File: src/rtl/pattern_session_ctrl.sv
// Session controller for the UART 4-bit pattern-detection datapath: accepts a host
// command, clears and arms the datapath, counts status pulses and reports termination.
module pattern_session_ctrl #(
    parameter int unsigned CNT_W          = 8,
    parameter int unsigned ERR_LIMIT      = 2,
    parameter int unsigned TIMEOUT_CYCLES = 4096,
    parameter int unsigned TO_W           = 16
) (
    input  logic             clk,
    input  logic             rst_n,
    input  logic             cmd_valid,
    output logic             cmd_ready,
    input  logic [3:0]       cmd_pattern,
    input  logic [CNT_W-1:0] cmd_target,
    input  logic [CNT_W-1:0] cmd_frames,
    input  logic             cmd_abort,
    input  logic             bit_strobe,
    input  logic             match_pulse,
    input  logic             frame_done,
    input  logic             framing_error,
    output logic [3:0]       dp_pattern,
    output logic             dp_clear,
    output logic             dp_enable,
    output logic             busy,
    output logic             done,
    output logic [1:0]       status,
    output logic [CNT_W-1:0] match_count,
    output logic [CNT_W-1:0] frame_count,
    output logic [CNT_W-1:0] err_count
);

    typedef enum logic [1:0] {S_IDLE, S_CLEAR, S_ARMED, S_REPORT} state_t;

    state_t           r_state, w_state_nxt;
    logic [1:0]       r_status, w_status_nxt;
    logic [3:0]       r_pattern;
    logic [CNT_W-1:0] r_target, r_budget, r_match, r_frame, r_err;
    logic [TO_W-1:0]  r_to;
    logic             r_cmd_ready, r_dp_clear, r_dp_enable, r_busy, r_done;

    logic [CNT_W-1:0] w_match_nxt, w_frame_nxt, w_err_nxt;
    logic [TO_W-1:0]  w_to_nxt;
    logic             w_accept, w_hit_target, w_hit_err, w_hit_budget, w_hit_to;

    function automatic logic [CNT_W-1:0] sat_inc(input logic [CNT_W-1:0] v, input logic en);
        return (en && (v != '1)) ? v + CNT_W'(1) : v;
    endfunction

    // Post-increment values; termination is judged on these, so coincident pulses count
    assign w_accept     = (r_state == S_IDLE) && cmd_valid;
    assign w_match_nxt  = sat_inc(r_match, match_pulse);
    assign w_frame_nxt  = sat_inc(r_frame, frame_done);
    assign w_err_nxt    = sat_inc(r_err, framing_error);
    assign w_to_nxt     = bit_strobe ? '0 : ((r_to == '1) ? r_to : r_to + TO_W'(1));
    assign w_hit_target = (r_target != '0) && (w_match_nxt >= r_target);
    assign w_hit_err    = (ERR_LIMIT != 0) && (w_err_nxt >= CNT_W'(ERR_LIMIT));
    assign w_hit_budget = (r_budget != '0) && (w_frame_nxt >= r_budget);
    assign w_hit_to     = (TIMEOUT_CYCLES != 0) && (w_to_nxt == TO_W'(TIMEOUT_CYCLES));

    always_ff @(posedge clk or negedge rst_n) begin
        if (!rst_n) begin
            r_state  <= S_IDLE;
            r_status <= 2'b00;
        end else begin
            r_state  <= w_state_nxt;
            r_status <= w_status_nxt;
        end
    end

    always_comb begin
        w_state_nxt  = r_state;
        w_status_nxt = r_status;
        case (r_state)
            S_IDLE: begin
                if (cmd_valid) begin
                    w_state_nxt  = S_CLEAR;
                    w_status_nxt = 2'b00;
                end
            end
            S_CLEAR: begin
                if (cmd_abort) begin
                    w_state_nxt  = S_REPORT;
                    w_status_nxt = 2'b10;
                end else begin
                    w_state_nxt = S_ARMED;
                end
            end
            S_ARMED: begin
                if (w_hit_target) begin
                    w_state_nxt  = S_REPORT;
                    w_status_nxt = 2'b00;
                end else if (cmd_abort || w_hit_err) begin
                    w_state_nxt  = S_REPORT;
                    w_status_nxt = 2'b10;
                end else if (w_hit_budget) begin
                    w_state_nxt  = S_REPORT;
                    w_status_nxt = 2'b01;
                end else if (w_hit_to) begin
                    w_state_nxt  = S_REPORT;
                    w_status_nxt = 2'b11;
                end
            end
            S_REPORT: w_state_nxt = S_IDLE;
            default:  w_state_nxt = S_IDLE;
        endcase
    end

    // Command latch and session counters
    always_ff @(posedge clk or negedge rst_n) begin
        if (!rst_n) begin
            r_pattern <= '0;
            r_target  <= '0;
            r_budget  <= '0;
            r_match   <= '0;
            r_frame   <= '0;
            r_err     <= '0;
            r_to      <= '0;
        end else if (w_accept) begin
            r_pattern <= cmd_pattern;
            r_target  <= cmd_target;
            r_budget  <= cmd_frames;
            r_match   <= '0;
            r_frame   <= '0;
            r_err     <= '0;
            r_to      <= '0;
        end else if (r_state == S_ARMED) begin
            r_match <= w_match_nxt;
            r_frame <= w_frame_nxt;
            r_err   <= w_err_nxt;
            r_to    <= w_to_nxt;
        end
    end

    // Handshake and datapath controls registered from the next state
    always_ff @(posedge clk or negedge rst_n) begin
        if (!rst_n) begin
            r_cmd_ready <= 1'b1;
            r_dp_clear  <= 1'b0;
            r_dp_enable <= 1'b0;
            r_busy      <= 1'b0;
            r_done      <= 1'b0;
        end else begin
            r_cmd_ready <= (w_state_nxt == S_IDLE);
            r_dp_clear  <= (w_state_nxt == S_CLEAR);
            r_dp_enable <= (w_state_nxt == S_ARMED);
            r_busy      <= (w_state_nxt != S_IDLE);
            r_done      <= (w_state_nxt == S_REPORT);
        end
    end

    assign cmd_ready   = r_cmd_ready;
    assign dp_pattern  = r_pattern;
    assign dp_clear    = r_dp_clear;
    assign dp_enable   = r_dp_enable;
    assign busy        = r_busy;
    assign done        = r_done;
    assign status      = r_status;
    assign match_count = r_match;
    assign frame_count = r_frame;
    assign err_count   = r_err;

endmodule

File: config.mk
export PLATFORM = sky130hd
export DESIGN_NAME = pattern_session_ctrl
export DESIGN_NICKNAME = d
export VERILOG_FILES = /design/src/rtl/pattern_session_ctrl.sv
export SDC_FILE = /design/constraint.sdc
export NUM_CORES = 1
export LEC_CHECK = 0
export CORE_UTILIZATION = 61
export CTS_BUF_LIST = sky130_fd_sc_hd__clkbuf_2 sky130_fd_sc_hd__clkbuf_4 sky130_fd_sc_hd__clkbuf_8
export DETAILED_ROUTE_END_ITERATION = 16
export MAX_ROUTING_LAYER = met4
export PLACE_DENSITY = 0.95
export SLEW_MARGIN = 10
export SYNTH_ARGS = -nofsm -noshare
export SYNTH_HDL_FRONTEND = slang
export SYNTH_SLANG_ARGS = --single-unit
File: constraint.sdc
create_clock -name clk -period 9.6 [get_ports clk]
set_clock_uncertainty 0.2 [all_clocks]
set_input_delay 1.92 -clock clk [delete_from_list [all_inputs] [get_ports clk]]
set_output_delay 1.92 -clock clk [all_outputs]
set_load 0.1 [all_outputs]
==> Implementation_results.wiki, run 1 <==
{| class="wikitable"
! Metric !! Value
|-
| First-pass GRT wire length || around 19000 µm
|-
| Number of different library cells in the post-synthesis netlist || 62
|-
| DP Wirelength || 7810 µm
|-
| Crit-path max FO || 8
|-
| Flip-flop and latch count after synthesis || 69
|-
| Number of buffers on the longest clock path || 2
|-
| Proportion of synthesized chip area in sequential cells || 0.387
|-
| Minimum period implied by the final worst setup slack || 5.39 ns
|-
| Combined area of all synthesized cells || between 4000 and 5000 µm²
|-
| Final GP Congestion || 0.924
|-
| Max Slew Vio Count || 0
|-
| Cells taking the most area after synthesis || dfrtp_1 38%, ha_1 6.4%, nor2_1 4.6%
|-
| Number of hold-repair buffers added at the cts stage || 0
|-
| Root buffer selected by CTS || clkbuf_8
|-
| Post-CTS Resized || 0
|-
| Worst EP arrival || 5.44 ns
|-
| Via count of the routed design || between 4000 and 5000
|-
| Global routing met1 resource utilization || 0.401
|-
| Maximum resistive drop on vdd || 0.273 mV
|-
| Antenna violations before repair || 1
|-
| Placeable core area || 6940 µm²
|-
| Placement Cell Area || 5080 µm²
|-
| Final std cells w/o fill || 662
|-
| WL/cell || 17.2 µm
|-
| Overflow left after global routing || 0
|-
| Number of clock buffers inserted by TritonCTS || 9
|-
| Pwr per Cell Area || approximately 260 nW/µm²
|-
| Worst reg-to-reg setup slack || 5.38 ns
|-
| Violation count after the first detailed-route iteration || ~360
|-
| Share of flip-flops with an asynchronous set or reset after synthesis || 1.00
|-
| Pin count of the biggest net entering global routing || 70
|-
| Critical setup path kind || in -> reg
|-
| Post-CTS setup buffer count || 0
|-
| Endpoint class of the critical path || flop
|-
| Post-Synthesis Cells || just over 500
|-
| Final-report setup violation count || 0
|-
| Result of the run || finished clean
|-
| Combined global-route utilization of all metal layers || 0.333
|-
| TritonCTS clock tree || done
|-
| Critical path data required time || 9.65 ns
|-
| Routing usage on met2 || 0.535
|-
| Layer with the highest usage after global routing || met2
|-
| CTS clk-pin slew, worst paths || 0.07 ns
|-
| Leakage || roughly 0.0022 µW
|-
| Warnings, synthesis || 0
|-
| Length of the first detailed-routing pass in iterations || 5
|-
| Min-delay worst type || reg -> reg
|-
| Met3 global-route usage || 0.0669
|-
| Main flop type after synthesis || dfrtp_1
|-
| Number of synthesized flops with an enable pin || 0
|-
| Aggregate negative setup slack || 0 ns
|-
| Starting density of the core || 0.644
|-
| Synthesized area divided by synthesized cell count || 8.65 µm²
|-
| Pre-CTS setup slack || 3.88 ns
|-
| Worst Max-Slew Pin Slew || between 0.9 and 1 ns
|-
| Final worst-path cycle share || 0.561
|-
| Category of the worst setup path launch point || input port
|-
| Die Y || 87.6 µm
|-
| Detailed-route wire length || 11400 µm
|-
| Port bufs || 62
|-
| # IOs || 63
|-
| Cell taking the most area after synthesis || dfrtp_1
|-
| Maximum clock frequency || 0.186 GHz
|-
| Unrepaired setup endpoints after global routing || no
|-
| Mean number of vias per cell || about 6.2
|-
| Via count of the first global-routing pass || 4084
|-
| Floorplan die width || just under 90 µm
|-
| Layout area overhead || 18.8%
|-
| Layout cell share with drive strength beyond 1 || 0.0743
|-
| DRC violations left || 0
|-
| Net count reported at finish || 611
|-
| Htree depth || 3
|-
| Area fraction of the dominant cell type after synthesis || 0.381
|-
| Number of nets produced by synthesis || 568
|-
| Total Die Area || 7680 µm²
|-
| Non-Filler Cell Area, Final || 5310 µm²
|-
| Max-Cap Viols || 0
|-
| Standard-cell row count || 30
|-
| DP Cell Count || 645
|-
| Max-slew headroom at the worst pin || 0.345
|-
| Clock insertion delay at the later pin of the skew report || 0.37 ns
|-
| TritonCTS Sinks || 69
|-
| Final hold violations || 0
|-
| Remaining antenna violation count || 0
|-
| Worst Setup Slack, final || 4.21 ns
|}
-- per-layer routing --
metal,part of all wire,vias up
li1,-,1926
met1,0.41,1957
met2,0.48,195
met3,0.070,44
met4,0.035,0
met5,0,-
-- flip-flops by register name, indices dropped and copies added, names as in the netlist --
register     flops
busy             1
cmd_ready        1
done             1
dp_clear         1
dp_enable        1
dp_pattern       4
err_count        8
frame_count      8
match_count      8
r_budget         8
r_state          2
r_target         8
r_to            16
status           2
-- path summary, 6_finish.rpt --
path	to	from	cells past startpoint
max	dp_clear	frame_done	12
min	dp_pattern[3]	dp_pattern[3]	1
max reg2reg	dp_clear	frame_count[0]	13
min reg2reg	dp_pattern[3]	dp_pattern[3]	1
max in group asynchronous	r_target[7]	rst_n	2
min in group asynchronous	r_budget[2]	rst_n	2
-- final cells by class --
cell class                 count  area, µm²
antenna                        1       2.50
clock buffer                  10        138
clock inverter                 6       86.3
fill                         466       1630
inverter                      22       82.6
multi-input combinational    393       2520
sequential                    69       1730
tap                           96        120
timing repair buffer          65        638
-- power breakdown --
group	internal (µW)	switching, µW
logic	199	476
clock network	153	117
registers	365	62.4
total	716	656
-- synth_stat cells, drive strengths merged, types with 2 or more instances --
master and instances:
dfrtp 68, nor2 55, nand2 50, o21ai 38, clkbuf 26, a21oi 25
nand3 24, ha 23, inv 22, xnor2 18, xor2 16, nand4 14
nor4 12, nor3 11, a31oi 9, and3 9, mux2 8, and2 7
buf 7, a211oi 6, and4 6, mux2i 5, a22oi 4, nand2b 4
nor2b 4, or3 4, or4 4, a311oi 3, a41oi 3, o21a 3
a21o 2, a221oi 2, a31o 2, nor3b 2, o2111ai 2, o21bai 2
o31ai 2, or2 2
-- critical path, cell delays in order --
cell	delay (ns)
clkdlybuf4s50_1	0.46
o31a_1	0.34
nand2_1	0.15
nor2_1	0.20
xor2_1	0.21
ha_1	0.27
a21o_1	0.18
a221oi_1	0.26
o21ai_0	0.25
or3_1	0.49
nor4_2	0.46
and4bb_1	0.25
-- cells in the final DEF (no fill, tap or decap), drive strengths merged, types with 4 or more instances in the layout --
master         netlist  layout
a211oi               6       6
a21oi               25      25
a22oi                4       4
a31oi                9       9
and2                 7       7
and3                 9       9
and4                 6       6
buf                  7       4
clkbuf              26      10
clkdlybuf4s50        0      61
dfrtp               68      68
ha                  23      23
inv                 22      22
mux2                 8       8
mux2i                5       5
nand2               50      50
nand2b               4       4
nand3               24      24
nand4               14      14
nor2                55      55
nor2b                4       4
nor3                11      11
nor4                12      12
o21ai               38      38
or3                  4       4
or4                  4       4
xnor2               18      18
xor2                16      16
-- logic make-up after synthesis --
group	share of synthesized area
AO/OA/AOI/OAI	0.157
XOR/XNOR	0.0666
adder cells (fa/ha/maj)	0.0644
buffers and inverters	0.0509
flip-flops	0.387
multiplexers	0.0313
AND/OR/NAND/NOR	0.243
-- stage by stage --
step,hold WS [ns],util,power (µW)
after floorplan,0.312,-,917
after global placement,0.289,0.732,1060
after detailed placement,0.298,0.732,1090
after CTS,0.314,0.765,1370
after global routing,0.333,0.765,1440
final,0.312,0.765,1370
No activity file was read; power rests on OpenSTA's default activity.
==> run 2: changes to the inputs <==
Settings changed: CORE_UTILIZATION 61 to 52, PLACE_DENSITY 0.95 to 0.87.
Clock period 9.6 ns to 4.6 ns, I/O delays scaled along.
==> run 2 against run 1 <==
  * Worst setup slack lost 3.8 ns
  * First-iteration DRC count shrank 35%
  * Utilization shrank 12 points
  * Combinational power grew 110%
  * Largest cell class unchanged
==> Implementation_results.wiki, run 2 (synthesis results as in run 1) <==
{| class="wikitable"
! Metric !! Value
|-
| Layout area overhead || 18.9%
|-
| Final GP Congestion || 0.917
|-
| Aggregate negative setup slack || 0 ns
|-
| Remaining antenna violation count || 0
|-
| Number of cells on the worst reg-to-reg path || 13
|-
| Number of buffers on the longest clock path || 2
|-
| Critical setup path kind || in -> reg
|-
| Highest-count cells in the layout ignoring fill and taps || 68 x dfrtp_1, 61 x clkdlybuf4s50_1, 55 x nor2_1
|-
| Final-report setup violation count || 0
|-
| Post-CTS Resized || 0
|-
| Starting density of the core || 0.541
|-
| Length of the first detailed-routing pass in iterations || 5
|-
| Via count of the first global-routing pass || roughly 4000
|-
| Endpoint class of the critical path || flop
|-
| Filler cell count || 683
|-
| First-pass GRT wire length || roughly 18000 µm
|-
| Clock insertion delay at the later pin of the skew report || around 0.35 ns
|-
| Unrepaired setup endpoints after global routing || no
|-
| TritonCTS clock tree || done
|-
| Crit-path max FO || 6
|-
| Switching pwr || 1350 µW
|-
| Floorplan die width || approximately 95 µm
|-
| Number of clock buffers inserted by TritonCTS || 9
|-
| DRC violations left || 0
|-
| Standard-cell row count || 33
|-
| Max-Cap Viols || 0
|-
| Slowest cell delay on critical path || 0.48 ns
|-
| Cell with the biggest individual delay on the critical path || clkdlybuf4s50_1
|-
| Net count reported at finish || 616
|-
| Via count of the routed design || between 4000 and 5000
|-
| Maximum clock frequency || 0.237 GHz
|-
| Layout cell share with drive strength beyond 1 || 0.0825
|-
| Post-CTS setup buffer count || 0
|-
| Leakage || 0.00224 µW
|-
| Hold Path Depth || 1
|-
| # IOs || between 60 and 70
|-
| ANT cells || 0
|-
| Worst Max-Slew Pin Slew || 0.985 ns
|-
| Part of the total power dissipated in the clock network || 0.169
|-
| Overflow left after global routing || 0
|-
| Result of the run || finished clean
|-
| Switching share of power || 0.493
|-
| Root buffer selected by CTS || clkbuf_8
|-
| Critical path data required time || 4.64 ns
|-
| Detailed-route wire length || 10800 µm
|-
| TritonCTS Sinks || 69
|-
| Worst path cell trace || clkdlybuf4s50_1 > o21a_1 > nand3_1 > nor2_1 > xor2_1 > ha_1 > a21o_1 > a221oi_1 > o21ai_0 > or3_1 > nor4_2 > and4bb_1
|-
| Register share of total power || 0.321
|-
| Min-delay worst type || reg -> reg
|-
| Mean number of vias per cell || 5.96
|-
| Die Y || 94.7 µm
|-
| Leading cell type in the layout, fill and taps excluded || dfrtp_1
|-
| Placeable core area || 8260 µm²
|-
| WL/cell || 16.0 µm
|-
| Total Die Area || about 9000 µm²
|-
| Maximum resistive drop on vdd || 0.309 mV
|-
| Part of the total power dissipated in combinational logic || 0.509
|-
| Htree depth || 3
|-
| Fin Hold WS || 0.315 ns
|-
| Minimum period implied by the final worst setup slack || ~4.2 ns
|-
| Max-slew headroom at the worst pin || 0.341
|-
| Worst EP arrival || 4.27 ns
|-
| Max Slew Vio Count || 0
|-
| Pwr per Cell Area || 514 nW/µm²
|-
| Internal power || 1390 µW
|-
| Number of hold-repair buffers added at the cts stage || 0
|-
| Category of the worst setup path launch point || input port
|-
| Worst Setup Slack, final || 0.375 ns
|-
| Port bufs || 62
|-
| Register with the most flip-flops || r_to
|-
| Antenna violations before repair || 0
|-
| DP Wirelength || 7670 µm
|-
| Flip-flop count of the largest register, all copies and words added || 16
|-
| Final worst-path cycle share || 0.918
|-
| Final hold violations || 0
|-
| Combined global-route utilization of all metal layers || 0.268
|-
| Pin count of the biggest net entering global routing || 45
|-
| CTS clk-pin slew, worst paths || 0.09 ns
|-
| Violation count after the first detailed-route iteration || 235
|-
| Pre-CTS setup slack || 0.0517 ns
|}
## run 2: power by group through the flow
| stage | clock [µW] | combinational [µW] | sequential, µW |
|---|---|---|---|
| 2_1_floorplan | 0 | 590 | 1320 |
| 3_3_place_gp | 0 | 1330 | 881 |
| 3_5_place_dp | 0 | 1390 | 888 |
| 4_1_cts | 473 | 1390 | 878 |
| 5_1_grt | 503 | 1500 | 896 |
| 6_report | 463 | 1390 | 879 |
## run 2: metrics by stage
stage / total power, µW / util / cells / instance area [µm²]
2_1_floorplan: 1910 / - / 517 / 4470
3_5_place_dp: 2270 / 0.622 / 659 / 5130
4_1_cts: 2740 / 0.644 / 675 / 5320
5_1_grt: 2900 / 0.644 / 675 / 5320
6_report: 2740 / 0.644 / 675 / 5320
3_3_place_gp: 2220 / 0.622 / 659 / 5130
## run 2: routing by layer
| metal | global-route usage | share of wire | up-vias | wire length (µm) |
|---|---|---|---|---|
| met5 | - | 0 | - | 0 |
| met4 | 0.0985 | 0.013 | 0 | 144 |
| met3 | 0.0451 | 0.057 | 12 | 613 |
| met2 | 0.417 | 0.47 | 137 | 5080 |
| met1 | 0.350 | 0.46 | 1934 | 4940 |
| li1 | - | - | 1943 | - |
## run 2: final cells by class
type | instances | area, µm² | area share
multi-input cells | 393 | 2520 | 0.473
clock inverters | 7 | 60.1 | 0.0113
inverters | 22 | 82.6 | 0.0155
repair buffers | 70 | 676 | 0.127
flip-flops and latches | 69 | 1730 | 0.325
clock buffers | 9 | 124 | 0.0233
well taps | 105 | 131 | 0.0247
## run 2: worst max-delay path, delay by kind of cell
kind	cells	cell delay (ns)
and+or+nand+nor	5	1.44
AOI/OAI and AO/OA	4	0.98
buffers and inverters	1	0.48
adders and majority gates	1	0.27
xor gates and xnor gates	1	0.19
## run 2: final timing paths
check,from,slack (ns),end
max,match_pulse,0.38,dp_clear
min,dp_pattern[0],0.31,dp_pattern[0]
max reg2reg,match_count[0],0.59,dp_clear
min reg2reg,dp_pattern[0],0.31,dp_pattern[0]
max in group asynchronous,rst_n,2.77,r_to[9]
min in group asynchronous,rst_n,0.51,match_count[2]
==> run 3: changes to the inputs <==
Settings changed: CORE_MARGIN set to 2.
==> run 3 against run 2 <==
  * Sequential power is 1% higher
  * Cell count is 0.30% lower
  * Count of clock-buffer cells in the layout increased by 2
  * Critical path depth is the same
  * Clock power is 38% higher
  * Utilization rose by 0.71 points
  * Sequential share of layout area fell by 0.36 points
==> Implementation_results.wiki, run 3 (synthesis results as in run 1) <==
{| class="wikitable"
! Metric !! Value
|-
| Result of the run || finished clean
|-
| Detailed-route wire length || between 10000 and 15000 µm
|-
| Number of hold-repair buffers added at the cts stage || 0
|-
| Final-report setup violation count || 0
|-
| Max-Cap Viols || 0
|-
| Placeable core area || 8260 µm²
|-
| Pwr per Cell Area || 544 nW/µm²
|-
| Minimum period implied by the final worst setup slack || 4.19 ns
|-
| Number of clock buffers inserted by TritonCTS || 9
|-
| Total power || 2930 µW
|-
| Net count reported at finish || 614
|-
| First-pass GRT wire length || 18300 µm
|-
| Final hold violations || 0
|-
| DRC violations left || 0
|-
| DP Wirelength || between 7000 and 8000 µm
|-
| Aggregate negative setup slack || 0 ns
|-
| Post-CTS Resized || 0
|-
| Critical setup path kind || in -> reg
|-
| Remaining antenna violation count || 0
|-
| Antenna violations before repair || 0
|-
| Category of the worst setup path launch point || input port
|-
| Max-slew headroom at the worst pin || 0.349
|-
| Layout area overhead || 20.3%
|-
| Standard-cell row count || 33
|-
| Final GP Congestion || 0.980
|-
| # IOs || 63
|-
| Crit-path max FO || 6
|-
| Post-CTS setup buffer count || 0
|-
| Max Slew Vio Count || 0
|-
| Highest-count cells in the layout ignoring fill and taps || 68 x dfrtp_1, 61 x clkdlybuf4s50_1, 55 x nor2_1
|-
| Floorplan die width || between 90 and 100 µm
|-
| Maximum resistive drop on vdd || 0.618 mV
|-
| Min-delay worst type || in -> async
|-
| WL/cell || ~16 µm
|-
| Worst EP arrival || 4.24 ns
|-
| Length of the first detailed-routing pass in iterations || 5
|-
| Register with the most flip-flops || r_to
|-
| Via count of the routed design || 4072
|-
| Critical path data required time || 4.65 ns
|-
| Starting density of the core || 0.541
|-
| Overflow left after global routing || 0
|-
| Htree depth || 3
|-
| Endpoint class of the critical path || flop
|-
| Worst r2r src || match_count[0]
|-
| Leading cell type in the layout, fill and taps excluded || dfrtp_1
|-
| Leakage || 0.00226 µW
|-
| Mean number of vias per cell || 6.05
|-
| Total Die Area || 9350 µm²
|-
| Number of cells on the worst reg-to-reg path || 13
|-
| Final worst-path cycle share || 0.911
|-
| Port bufs || 62
|-
| ANT cells || 0
|-
| Unrepaired setup endpoints after global routing || no
|-
| Clock insertion delay at the later pin of the skew report || 0.36 ns
|-
| Post-Route Utilization || 0.651
|-
| Flip-flop count of the largest register, all copies and words added || 16
|-
| Maximum clock frequency || 0.239 GHz
|-
| Number of buffers on the longest clock path || 2
|-
| Worst reg-to-reg setup slack || roughly 0.62 ns
|-
| Filler cell count || approximately 680
|-
| TritonCTS Sinks || 69
|-
| Root buffer selected by CTS || clkbuf_8
|-
| Pin count of the biggest net entering global routing || between 40 and 50
|-
| Combined global-route utilization of all metal layers || 0.242
|-
| Destination of the worst register-to-register timing path || dp_clear
|-
| Die Y || 96.7 µm
|-
| Worst Max-Slew Pin Slew || a little under 1 ns
|-
| Violation count after the first detailed-route iteration || 246
|-
| TritonCTS clock tree || done
|-
| CTS clk-pin slew, worst paths || 0.08 ns
|-
| Via count of the first global-routing pass || between 3000 and 4000
|-
| Layout cell share with drive strength beyond 1 || 0.0792
|}
run 3: cell types whose count changed in the layout (fill, tap and decap cells not counted):
cell | before | now
buf_4 | 8 | 6
bufinv_16 | 0 | 3
clkbuf_8 | 9 | 11
clkinv_4 | 4 | 1
inv_6 | 2 | 0
run 3: stage by stage:
stage	area, µm²	hold WS (ns)	setup slack (ns)	instances
floorplan	4470	0.312	0.188	517
global placement	5120	0.291	0.196	657
detailed placement	5120	0.303	0.0660	657
CTS	5380	0.320	0.440	673
global route	5380	0.336	0.0992	673
finish	5380	0.314	0.409	673
run 3: how the worst max path moves through the flow:
stage,from,endpoint,slack [ns],cells after the start
after floorplan,frame_count[0],dp_clear,0.19,14
after global placement,frame_done,dp_clear,0.20,12
after detailed placement,frame_done,dp_clear,0.07,12
after CTS,frame_done,dp_clear,0.44,12
after global routing,match_pulse,dp_clear,0.1,12
final,match_pulse,dp_clear,0.41,12
run 3: final cells by class:
| type | instances | area [µm²] | area share |
|---|---|---|---|
| clock buffer | 11 | 151 | 0.0282 |
| timing repair buffer | 68 | 661 | 0.123 |
| multi-input combinational | 393 | 2520 | 0.468 |
| tap | 105 | 131 | 0.0244 |
| inverter | 22 | 82.6 | 0.0154 |
| clock inverter | 5 | 106 | 0.0198 |
| sequential | 69 | 1730 | 0.321 |
run 3: power breakdown:
part           switching (µW)  internal [µW]  leakage (µW)
combinational             975            423       0.00123
clock                     247            391      0.000126
sequential                128            761      0.000908
run 3: routing by layer:
metal / vias up / global-route usage / wire length (µm)
met5: - / - / 0
met4: 0 / 0.0834 / 221
met3: 21 / 0.0542 / 529
met2: 124 / 0.380 / 5340
met1: 1990 / 0.311 / 4770
li1: 1937 / - / -
run 3: critical path, cell delays in order:
cell	delay (ns)
clkdlybuf4s50_1	0.48
o21a_1	0.25
nand3_1	0.15
nor2_1	0.19
xor2_1	0.17
ha_1	0.25
a21o_1	0.18
a221oi_1	0.29
o21ai_0	0.25
or3_1	0.41
nor4_2	0.46
and4bb_1	0.24
